## src/rtl/note_pkg.sv

```systemverilog
// Shared types and constants for the note_voice tone generator:
// note codes, the half-period pitch table and envelope states.
package note_pkg;

  typedef logic [3:0] note_code_t;

  localparam note_code_t NOTE_REST = 4'd0;
  localparam note_code_t NOTE_MIN  = 4'd1;
  localparam note_code_t NOTE_MAX  = 4'd8;

  localparam int HALF_W = 5;

  // Half-period in clock cycles for keys C4..C5 at a 10 kHz clock
  localparam logic [HALF_W-1:0] HALF_PERIOD [1:8] = '{
    5'd19, 5'd17, 5'd15, 5'd14, 5'd13, 5'd11, 5'd10, 5'd10
  };

  typedef enum logic [1:0] {IDLE, ATTACK, SUSTAIN, RELEASE} env_state_t;

  function automatic logic note_valid(note_code_t c);
    return (c >= NOTE_MIN) && (c <= NOTE_MAX);
  endfunction

  function automatic logic [HALF_W-1:0] half_of(note_code_t c);
    return note_valid(c) ? HALF_PERIOD[c] : HALF_PERIOD[NOTE_MIN];
  endfunction

endpackage

```

## src/rtl/note_voice_tone_divider.sv

```systemverilog
// Square-wave phase generator: counts down a half-period and toggles the
// phase on each expiry; a load restarts the wave high at a new pitch.
module tone_divider
  import note_pkg::*;
(
  input  logic              clk,
  input  logic              rst,
  input  logic              load,
  input  logic              run,
  input  logic              clear,
  input  logic [HALF_W-1:0] half,
  output logic              phase
);

  logic [HALF_W-1:0] cnt_q, cnt_d;
  logic              phase_q, phase_d;

  always_comb begin
    cnt_d   = cnt_q;
    phase_d = phase_q;
    if (load) begin
      cnt_d   = half - HALF_W'(1);
      phase_d = 1'b1;
    end else if (clear) begin
      cnt_d   = '0;
      phase_d = 1'b0;
    end else if (run) begin
      if (cnt_q == '0) begin
        cnt_d   = half - HALF_W'(1);
        phase_d = ~phase_q;
      end else begin
        cnt_d = cnt_q - HALF_W'(1);
      end
    end
  end

  always_ff @(posedge clk or posedge rst) begin
    if (rst) begin
      cnt_q   <= '0;
      phase_q <= 1'b0;
    end else begin
      cnt_q   <= cnt_d;
      phase_q <= phase_d;
    end
  end

  assign phase = phase_q;

endmodule

```

## src/rtl/note_voice.sv

```systemverilog
// Note-code to enveloped square-wave voice: registers the sequencer code,
// detects onsets and runs an attack/sustain/release amplitude envelope.
module note_voice
  import note_pkg::*;
#(
  parameter int ATTACK_TICKS  = 8,
  parameter int RELEASE_TICKS = 64,
  parameter int LEVEL_MAX     = 15
) (
  input  logic       clk,
  input  logic       rst,
  input  logic [3:0] note_sustain,
  output logic       tone_out,
  output logic [3:0] level,
  output logic [3:0] sample,
  output logic       active
);

  localparam int TICK_W = 16;
  localparam logic [TICK_W-1:0] ATK_LAST = TICK_W'(ATTACK_TICKS - 1);
  localparam logic [TICK_W-1:0] REL_LAST = TICK_W'(RELEASE_TICKS - 1);
  localparam logic [3:0]        LVL_TOP  = 4'(LEVEL_MAX);

  env_state_t        state_q, state_d;
  note_code_t        note_q, prev_q, pitch_q, pitch_d;
  logic [TICK_W-1:0] tick_q, tick_d;
  logic [3:0]        level_q, level_d, sample_q, sample_d;
  logic              onset, rest, phase;

  function automatic logic [3:0] sat_inc(logic [3:0] v);
    return (v >= LVL_TOP) ? LVL_TOP : v + 4'd1;
  endfunction

  function automatic logic [3:0] sat_dec(logic [3:0] v);
    return (v == 4'd0) ? 4'd0 : v - 4'd1;
  endfunction

  always_comb begin
    rest     = !note_valid(note_q);
    onset    = !rest && (!note_valid(prev_q) || (prev_q != note_q));
    state_d  = state_q;
    level_d  = level_q;
    tick_d   = tick_q;
    pitch_d  = pitch_q;
    // Onset outranks any envelope tick landing on the same cycle; level is kept
    if (onset) begin
      state_d = ATTACK;
      tick_d  = '0;
      pitch_d = note_q;
    end else begin
      case (state_q)
        IDLE: level_d = 4'd0;
        ATTACK: begin
          if (rest) begin
            state_d = RELEASE;
            tick_d  = '0;
          end else begin
            if (tick_q >= ATK_LAST) begin
              tick_d  = '0;
              level_d = sat_inc(level_q);
            end else begin
              tick_d = tick_q + TICK_W'(1);
            end
            if (level_d >= LVL_TOP) begin
              state_d = SUSTAIN;
              level_d = LVL_TOP;
              tick_d  = '0;
            end
          end
        end
        SUSTAIN: begin
          level_d = LVL_TOP;
          if (rest) begin
            state_d = RELEASE;
            tick_d  = '0;
          end
        end
        RELEASE: begin
          if (tick_q >= REL_LAST) begin
            tick_d  = '0;
            level_d = sat_dec(level_q);
          end else begin
            tick_d = tick_q + TICK_W'(1);
          end
          if (level_d == 4'd0) state_d = IDLE;
        end
        default: state_d = IDLE;
      endcase
    end
    sample_d = phase ? level_q : 4'd0;
  end

  tone_divider u_div (
    .clk   (clk),
    .rst   (rst),
    .load  (onset),
    .run   (state_q != IDLE),
    .clear (state_d == IDLE),
    .half  (half_of(onset ? note_q : pitch_q)),
    .phase (phase)
  );

  always_ff @(posedge clk or posedge rst) begin
    if (rst) begin
      state_q  <= IDLE;
      note_q   <= NOTE_REST;
      prev_q   <= NOTE_REST;
      pitch_q  <= NOTE_REST;
      tick_q   <= '0;
      level_q  <= 4'd0;
      sample_q <= 4'd0;
    end else begin
      state_q  <= state_d;
      note_q   <= note_sustain;
      prev_q   <= note_q;
      pitch_q  <= pitch_d;
      tick_q   <= tick_d;
      level_q  <= level_d;
      sample_q <= sample_d;
    end
  end

  assign tone_out = phase;
  assign level    = level_q;
  assign sample   = sample_q;
  assign active   = (state_q != IDLE);

endmodule
```

## config.mk

```make
export PLATFORM = sky130hd
export DESIGN_NAME = note_voice
export DESIGN_NICKNAME = d
export VERILOG_FILES = /design/src/rtl/note_pkg.sv /design/src/rtl/note_voice_tone_divider.sv /design/src/rtl/note_voice.sv
export SDC_FILE = /design/constraint.sdc
export NUM_CORES = 1
export LEC_CHECK = 0
export ABC_AREA = 0
export BUFFER_PORTS_ARGS = -buffer_cell sky130_fd_sc_hd__buf_2
export CAP_MARGIN = 20
export CORE_MARGIN = 8
export CORE_UTILIZATION = 60
export DETAILED_ROUTE_END_ITERATION = 10
export GPL_TIMING_DRIVEN = 0
export HOLD_SLACK_MARGIN = 0.1
export PLACE_DENSITY_LB_ADDON = 0.3
export RECOVER_POWER = 25
export SYNTH_ARGS = -nofsm -noshare
export SYNTH_HDL_FRONTEND = slang
export SYNTH_SLANG_ARGS = --single-unit
```

## constraint.sdc

```tcl
create_clock -name clk -period 3.8 [get_ports clk]
set_input_delay 0.19 -clock clk [delete_from_list [all_inputs] [get_ports clk]]
set_output_delay 0.19 -clock clk [all_outputs]
set_load 0.02 [all_outputs]
```

# Word-level counts from Yosys, hierarchy flattened
# Memories as Yosys holds them, arrays and structs flattened.
# Cells that the tools add are included.
[word_totals]
reg_bits = 44
latch_bits = 0
mem_bits_rw = 0
rom_bits = 80
inputBits = 6
output_inout_bits = 10
word_cells = 91
memories = 1
[op_classes]
addsub = 5
multipliers = 0
div = 0
order_cmp = 11
eq_ne = 6
shift = 0
mux = 38
bitwise = 3
n_reduce_logical = 18
[memory_table]
columns = ["memory", "words", "width", "rd", "rd_ports_with_merged_regs", "write_ports", "line", "source"]
rows = [
  ["(no name shown)", 16, 5, 1, 0, 0, "note_pkg.sv:25", "return note_valid(c) ? HALF_PERIOD[c] : HALF_PERIOD[NOTE_MIN];"],
]
[ops]
columns = ["operator", "n"]
rows = [
  ["$mux 16", 6],
  ["$mux 4", 13],
  ["$pmux 16 s3", 1],
  ["$mux 5", 7],
  ["$add 16x1->16 const B", 1],
  ["$ge 16x3->1 const B", 1],
  ["$ge 16x6->1 const B", 1],
  ["$pmux 4 s4", 1],
  ["$ge 4x1->1 const B", 3],
  ["$le 4x4->1 const B", 3],
  ["$mux 2", 5],
  ["$sub 5x1->5 const B", 2],
  ["$ge 4x4->1 const B", 2],
  ["$logic_not 4->1", 2],
  ["$pmux 2 s3", 1],
  ["$reduce_and 2->1", 3],
  ["$reduce_bool 3->1", 2],
  ["$ge 5x5->1 const B", 1],
  ["$logic_not 5->1", 1],
  ["$not 4->5", 1],
  ["$add 4x1->4 const B", 1],
  ["$eq 2x2->1 const B", 2],
  ["$logic_and 1x1->1", 4],
  ["$logic_not 2->1", 2],
  ["11 further kinds", 15],
]

# Longest topological paths before layout
# Gate-level depths: netlist of run 1.
[depth]
ltp_word = 16
depth_mapped = 20
ltp_nobuf = 17

# Hierarchy
# From an unflattened synthesis of run 1, not the netlist that was laid out.
[hier_totals]
cells_unflattened = 281
hier_area_um2 = 2761.4
[modules_own_cells]
columns = ["module", "instances", "cells_per_inst", "area_per_inst_um2"]
rows = [
  ["note_voice", 1, 230, 2289.7],
  ["tone_divider", 1, 51, 471.7],
]

# Worst setup path before layout of run 1
# No wires, ideal clock.
[synth_path]
path_kind = "register to register"
from = "reg prev_q[2]"
to = "reg u_div.cnt_q[2]"
arrival_ns = 3.240
t_required_ns = 3.659
path_slack_ns = 0.419
path_stages_with_launch = 19
path_buffers = 2
path_cell_list = "dfrtp_1 > or3_4 > mux2i_4 > a21o_1 > buf_6 > clkbuf_1 > nand2_1 > nand2_1 > inv_1 > ha_1 > nand2_1 > nor2_1 > a31o_2 > ha_1 > a22o_1 > a31oi_1 > o311ai_0 > a2bb2oi_1 > o221ai_1"
[synth_via]
elab_chain_len = 16
[synth_rtl]
columns = ["element", "line", "source"]
rows = [
  ["start: declaration", "note_voice.sv:25", "note_code_t note_q, prev_q, pitch_q, pitch_d;"],
  ["start signal: assignment", "note_voice.sv:115", "prev_q <= note_q;"],
  ["$ge 4x1->1 or $le 4x4->1 (tied branches)", "note_pkg.sv:21", "return (c >= NOTE_MIN) && (c <= NOTE_MAX);"],
  ["$logic_and 1x1->1", "note_pkg.sv:21", ""],
  ["$logic_not 1->1", "note_voice.sv:40", "onset = !rest && (!note_valid(prev_q) || (prev_q != note_q));"],
  ["$logic_or 1x1->1 *", "note_voice.sv:40", ""],
  ["$logic_and 1x1->1 *", "note_voice.sv:40", ""],
  ["$mux 4", "note_voice.sv:99", ".half (half_of(onset ? note_q : pitch_q)),"],
  ["$not 4->5 (implied by the code)", "note_pkg.sv:25", ""],
  ["$mem_v2 16x5", "--", ""],
  ["$mux 5 (implied by the code) (2 in a row)", "note_pkg.sv:25", ""],
  ["$mux 5", "note_pkg.sv:25", ""],
  ["$sub 5x1->5", "note_voice_tone_divider.sv:22, note_voice_tone_divider.sv:29", ""],
  ["$mux 5", "note_voice_tone_divider.sv:28", "if (cnt_q == '0) begin"],
  ["$mux 5", "note_voice_tone_divider.sv:27", "end else if (run) begin"],
  ["$mux 5", "note_voice_tone_divider.sv:24", "end else if (clear) begin"],
  ["$mux 5", "note_voice_tone_divider.sv:21", "if (load) begin"],
  ["end signal: assignment", "note_voice_tone_divider.sv:42", "cnt_q <= cnt_d;"],
  ["end: declaration", "note_voice_tone_divider.sv:15", "logic [HALF_W-1:0] cnt_q, cnt_d;"],
]
# Mark *: on every way between the ends. The rest lies on a longest branch, timed or not. The select of a mux whose other input is x is not followed.
# A chain may end at the register's enable or synchronous reset.

# Final worst setup path of run 1
[layout_path]
from = "reg prev_q[2]"
to = "reg u_div.cnt_q[4]"
# The elaborated chain is that of the path after synthesis.

==> results.md, run 1 <==
* Failing checks: max-capacitance violations, max-slew violations
* LEAKAGE at 1.519 nW
* WL final at 6195 um
* Family with the most delay on the worst path: compound AO/OA/AOI/OAI gates
* CP Launch Type: flop
* DR iter-0 viols at around 160
* Cts bufs inserted at 5
* Crit path time final at 3582 ps
* Routability cong. at 0.8354
* Synth async-reset ratio at 1.000
* Synth top area share at 0.3828
* CTS sink count at 44
* Period utilization at 0.9426
* Maximum VDD drop at 0.4255 mV
* Row count at 25
* Worst path required time at just under 4000 ps
* TritonCTS clock tree: yes
* Dominant cell type by area after synthesis: dfrtp_1
* Initial Util at 0.6172
* Clock-pin slew on the worst setup and hold paths at 80 ps
* Largest cells by area after synthesis: dfrtp_1 38%, ha_1 6.5%, nand2_1 5.0%
* Switch share at 0.3975
* Post-synthesis sequential area ratio at 0.3828
* Hold Path Class: in2async
* Setup WS pre-CTS at -235.4 ps
* Number of global-route vias before repair at around 2400
* Final nets at 370
* Syn Nets at ~340
* Relative slew slack at -0.07816
* CTS H-tree depth at 2
* Initial antenna violation count at 0
* Non-Filler Instances at between 400 and 500
* Vias per cell at just over 6
* Die area at 0.007266 mm^2
* Gr usage total at 0.1803
* Synthesized flop and latch total at 44
* Power Density at ~550 mW/mm^2
* Synthesis warning total at 0
* Clk_skew at approximately 8 ps
* Post-DP HPWL at ~4400 um
* Max Cap Violations at 1
* Fin Setup TNS at 0 ps
* I/O pin count at 16
* Worst Path Max Fanout at 5
* Total grt overflow at 0
* Worst-Skew Late Latency at 300 ps
* Fill count at 344
* # DRC at 0
* Net Switching at 0.0007150 W
* Root Driver: clkbuf_8
* Crit path buf inv count at 2
* Crit. End Element: flop
* DRT antenna net count at 0
* # diodes at 0
* Critical Path Max Stage Delay at ~450 ps
* Synthesized instance count at 317
* Power share of the clock group at 0.218
* Final hold vios at 0
* Max frequency at 279.2 MHz
* Area grow syn2layout at 13.44%
* Cell Count Post-Placement at 386
* Drt first pass iters at 4
* IO Port Bufs at 15
* Avg WL per Cell at roughly 15 um
* Main synth FF type: dfrtp_1
* Share of power burned in registers at 0.345
* Share of cells above drive strength 1 at 0.1857
* Status: finished, violations left
* WP data arrival at 3760 ps
* Synth Cell Area at 0.002877 mm^2
* Largest net degree at the start of global routing at between 40 and 50
* Worst R2R Setup Slack at ~220 ps
* Most numerous cell in the Yosys netlist: dfrtp_1
* Final setup fails at 0
* Via count at about 2500
* Final core utilization at 0.7001
* Core area at 0.004661 mm^2
* Synth top cells by count: 44 x dfrtp_1, 38 x nand2_1, 30 x nor2_1, 21 x inv_1, 16 x o21ai_0
* Slew @ Worst Pin at between 1500 and 2000 ps
* Die width at between 80 and 90 um
* Post-synth EDFFs at 0
* Clock Path Buffers at 2
* Crit-path cells: or3_4 -> mux2i_4 -> a21oi_1 -> nand2_1 -> nand2_2 -> inv_1 -> ha_1 -> nand2b_1 -> nand3_1 -> a21oi_2 -> ha_2 -> inv_1 -> a21oi_1 -> a31oi_1 -> a32oi_1 -> o21ai_0 -> o2bb2ai_1
* Hold WS at 379.2 ps
* Logic pwr share at 0.437
* Final Max Tran Viols at 45
* Slowest-stage cell, CP: a21oi_1
* Unique masters post-synth at 69
* P_int at between 0.001 and 0.0015 W
* Syn_area_per_cell at 9.074 um^2
* First-pass GRT wire length at 10760 um
* Die Y at 85.24 um
* Final worst slack at 218.0 ps
* WS Path Type: reg2reg
## routing by layer
metal  wire length, um  global-route usage  vias up
met1              2697              0.2074     1204
met4               155             0.07767        0
li1                  -                   -     1180
met3               307             0.03571       15
met5                 0                   0        -
met2              3035              0.3161       67
## per-stage QoR
step,power [W],area [um^2]
5_1_grt,0.001935,3263
6_report,0.001799,3263
2_1_floorplan,0.001197,2877
3_5_place_dp,0.001383,3019
3_3_place_gp,0.001352,3019
4_1_cts,0.001784,3203
## state kept, by name, summed over array words and instances, names as in the netlist
register / count
u_div.cnt_q: 5
level: 4
tick_q: 16
prev_q: 4
note_q: 4
state_q: 2
u_div.phase: 1
sample: 4
pitch_q: 4
## worst reg2reg max path, cell delays in order (launching register included)
cell,delay (ps)
dfrtp_1,390
or3_4,420
mux2i_4,200
a21oi_1,450
nand2_1,130
nand2_2,130
inv_1,70
ha_1,190
nand2b_1,110
nand3_1,110
a21oi_2,150
ha_2,210
inv_1,100
a21oi_1,140
a31oi_1,70
a32oi_1,290
o21ai_0,140
o2bb2ai_1,140
## logic make-up after synthesis
kind of cell / count (synthesis) / synth area share
simple gates: 123 / 0.2214
buf+inv: 36 / 0.05481
fa+ha+maj: 15 / 0.06525
flops: 44 / 0.3828
xor+xnor: 16 / 0.04872
compound gates: 75 / 0.1931
mux: 8 / 0.03393
## area by class of cell
class | count | area (um^2) | area share
Timing Repair Buffer | 25 | 160.2 | 0.04908
Clock inverter | 1 | 30.03 | 0.009202
Sequential cell | 44 | 1101 | 0.3374
Inverter | 23 | 88.84 | 0.02722
Buffer | 13 | 75.07 | 0.02301
Clock buffer | 7 | 96.34 | 0.02952
Multi-Input combinational cell | 237 | 1644 | 0.5038
Tap cell | 54 | 67.56 | 0.02071
## cells in the final DEF, fill, tap and decap left out, types with 3 or more instances in the layout
cell	n
dfrtp_1	44
nand2_1	37
nor2_1	30
inv_1	21
buf_2	18
o21ai_0	16
ha_1	14
nand3_1	12
a21oi_1	11
xor2_1	8
clkbuf_1	7
xnor2_1	7
clkbuf_8	7
and2_1	6
buf_4	6
and3_1	5
a31oi_1	5
a22o_1	5
nand2b_1	4
nor3_1	4
nand4_1	4
dlygate4sd3_1	4
buf_6	3
o311ai_0	3
## path summary, 6_finish.rpt
check / start / end / depth (start not counted)
setup / recovery: prev_q[2] / u_div.cnt_q[4] / 17
hold / removal: rst / tick_q[7] / 2
setup reg to reg: prev_q[2] / u_div.cnt_q[4] / 17
hold reg to reg: note_q[3] / prev_q[3] / 0
max in group asynchronous: rst / sample[0] / 2
min in group clk: note_q[3] / prev_q[3] / 0
## power groups by stage
stage	logic [W]	registers (W)	clock network (W)
2_1_floorplan	0.000549	0.000648	0
3_3_place_gp	0.000726	0.000626	0
3_5_place_dp	0.000754	0.000628	0
4_1_cts	0.000765	0.000620	0.000398
5_1_grt	0.000884	0.000637	0.000414
6_report	0.000786	0.000621	0.000392
## what timing repair did
action                                  CTS  global route
endpoints found under the setup margin    2             2
setup buffers                             0             6
gates resized for setup                   4             6
hold buffers                              4             0
endpoints found under the hold margin     4             0
pin swaps                                 0             5
No activity file was read; power rests on OpenSTA's default activity.
==> inputs of run 2 (changes only) <==
- CELL_PAD_IN_SITES_DETAIL_PLACEMENT: unset -> 0
- CELL_PAD_IN_SITES_GLOBAL_PLACEMENT: unset -> 2
- CORE_UTILIZATION: 60 -> 39
==> run 2 against run 1 <==
  * The run now ends clean
  * Critical path depth increased by 3
  * Clock skew increased by 2.3 ps
  * Cell count increased by 11%
  * Non-clock buffer count increased by 1
  * Sequential cell count is the same
  * Largest power group unchanged
==> results.md, run 2 (synthesized netlist as in run 1, its figures left out) <==
* Status: complete, no violations
* # diodes at 0 (unchanged)
* WP data arrival at 3710 ps (-50 ps)
* Most frequent cells in the layout: 44 x dfrtp_1, 37 x nand2_1, 30 x nor2_1, 21 x inv_1, 18 x buf_2
* CP Launch Type: flop
* I/O pin count at 16 (unchanged)
* Worst-Skew Late Latency at 300 ps (about the same)
* Reg2reg path depth at 20 (+3)
* Max Cap Violations at 0 (-1)
* Max frequency at 284.2 MHz (+1.8%)
* Fin Setup TNS at 0 ps (unchanged)
* Row count at 31 (+24%)
* Die width at 101.9 um (+20%)
* Final nets at 371 (+0.27%)
* Core area at 0.007214 mm^2 (+55%)
* Seq. cell area at 0.001101 mm^2 (unchanged)
* Total grt overflow at 0 (unchanged)
* Drt first pass iters at 5 (+1)
* Worst path required time at 3990 ps (about the same)
* Commonest non-fill, non-tap cell in the layout: dfrtp_1
* DRT antenna net count at 0 (unchanged)
* Clk_skew at 10.14 ps (+2.333 ps)
* Number of global-route vias before repair at 2191 (-9.8%)
* TritonCTS clock tree: yes
* Max reg flops at 16 (unchanged)
* Clock-pin slew on the worst setup and hold paths at 80 ps (about the same)
* WL final at 6428 um (+3.8%)
* Via count at 2331 (-5.5%)
* WS Path Type: reg2reg
* Maximum VDD drop at 0.2746 mV (-35%)
* Routability cong. at 0.7957 (-4.8%)
* Die Y at 101.9 um (+20%)
* Gr usage total at 0.1283 (-0.05207)
* # DRC at 0 (unchanged)
* DR iter-0 viols at 117 (-25%)
* CTS sink count at 44 (unchanged)
* Worst R2R Setup Slack at 280 ps (+60 ps)
* Final Max Tran Viols at 0 (-100%)
* RSZ-0062 raised after global routing: no
* Hold WS at 380.7 ps (+1.526 ps)
* Critical R2R Launch: note_q[3]
* CTS H-tree depth at 2 (unchanged)
* Period utilization at 0.9259 (-0.01677)
* Reg-to-reg endpoint: u_div.cnt_q[4]
* Avg WL per Cell at 14.28 um (-6.8%)
* Initial antenna violation count at 0 (unchanged)
* Final setup fails at 0 (unchanged)
* Vias per cell at 5.180 (-15%)
* Worst Path Max Fanout at 10 (+5)
* Regs by FF count: tick_q: 16 flops, u_div.cnt_q: 5 flops
* First-pass GRT wire length at 10570 um (-1.8%)
* Crit path time final at 3518 ps (-63.74 ps)
* IO Port Bufs at 15 (unchanged)
* Slew @ Worst Pin at 997.3 ps (-618.2 ps)
* Crit. End Element: flop
* Clock Path Buffers at 2 (unchanged)
* Initial Util at 0.3987 (-0.2185)
* Largest net degree at the start of global routing at 24 (-47%)
* Fill count at 727 (+110%)
* Top reg by flops: tick_q
* LEAKAGE at 1.524 nW (+0.29%)
* Die area at 0.01038 mm^2 (+43%)
* Area grow syn2layout at 16.31%
* Relative slew slack at 0.3344 (+0.4126)
* Root Driver: clkbuf_8
* Hold Path Class: reg2reg
* Hold depth at 0
* Cts bufs inserted at 5 (unchanged)
* Hold_sp: note_q[3]
* Final hold vios at 0 (unchanged)
* Hold EP: prev_q[3]
* Share of cells above drive strength 1 at 0.1852 (-0.0005291)
* Power Density at 527.0 mW/mm^2 (-4.4%)
* Footprint of the multi-input gates at 0.001659 mm^2 (+0.91%)
* Post-DP HPWL at 4623 um (+5.4%)
## run 2: changes by cell type in the layout (fill, tap and decap cells not counted), sizes merged
cell         change
clkbuf           -1
clkinv           +1
dlygate4sd3      +1
## run 2: worst max-delay path by stage
stage	from	end	slack (ps)
after floorplan	prev_q[2]	u_div.cnt_q[2]	420
after global placement	note_q[1]	u_div.cnt_q[4]	-350
after detailed placement	note_q[1]	u_div.cnt_q[4]	-380
after CTS	note_q[3]	u_div.cnt_q[4]	50
after global routing	note_q[3]	u_div.cnt_q[4]	2
final	note_q[3]	u_div.cnt_q[4]	280
## run 2: layout make-up
cell class                      count  share of cell area
Inverter                           23             0.02655
Clock inverter                      2             0.01047
Clock buffer                        6             0.02169
Multi-Input combinational cell    237              0.4959
Tap cell                           99             0.03702
Sequential cell                    44              0.3291
Timing Repair Buffer               26             0.05684
Buffer                             13             0.02244
## run 2: critical path: stages, from the launching register on
cell and delay, ps:
dfrtp_1 380, buf_2 180, or2_2 320, mux2i_4 200, a21o_1 160, buf_6 150
buf_6 150, nand2_1 70, nand2_2 110, inv_1 70, ha_1 190, nand2b_1 130
nand3_1 90, a21oi_1 170, ha_2 230, inv_1 100, a21oi_1 130, a31oi_1 70
a32oi_2 270, o21ai_1 100, o2bb2ai_1 130
## run 2: report_power, final
group	total (W)	switching, W	internal (W)
combinational	0.000780	0.000471	0.000309
sequential	0.000620	0.0000719	0.000548
clock	0.000363	0.000167	0.000195
total	0.00176	0.000711	0.00105
## run 2: metal layers
metal / part of all wire / track usage / vias up
li1: - / - / 1184
met3: 0.029 / 0.02520 / 7
met5: 0 / 0 / -
met1: 0.48 / 0.1608 / 1111
met4: 0.012 / 0.04628 / 0
met2: 0.48 / 0.2138 / 29
## run 2: timing repair
item                                    in CTS  in global routing
gates resized for setup                      5                  8
endpoints found under the hold margin       26                  0
hold buffers                                 5                  0
setup buffers                                0                  5
endpoints found under the setup margin       2                  2
pin swaps                                    1                  4
## run 2: stage by stage
stage | power (W) | util | setup slack [ps] | std cells | instance area, um^2
after floorplan | 0.001197 | - | 418.5 | 317 | 2877
after global placement | 0.001384 | 0.4263 | -350.8 | 431 | 3075
after detailed placement | 0.001387 | 0.4301 | -381.6 | 432 | 3103
after CTS | 0.001766 | 0.4554 | 45.99 | 445 | 3286
after global routing | 0.001896 | 0.4638 | 2.355 | 450 | 3346
final | 0.001763 | 0.4638 | 281.8 | 450 | 3346
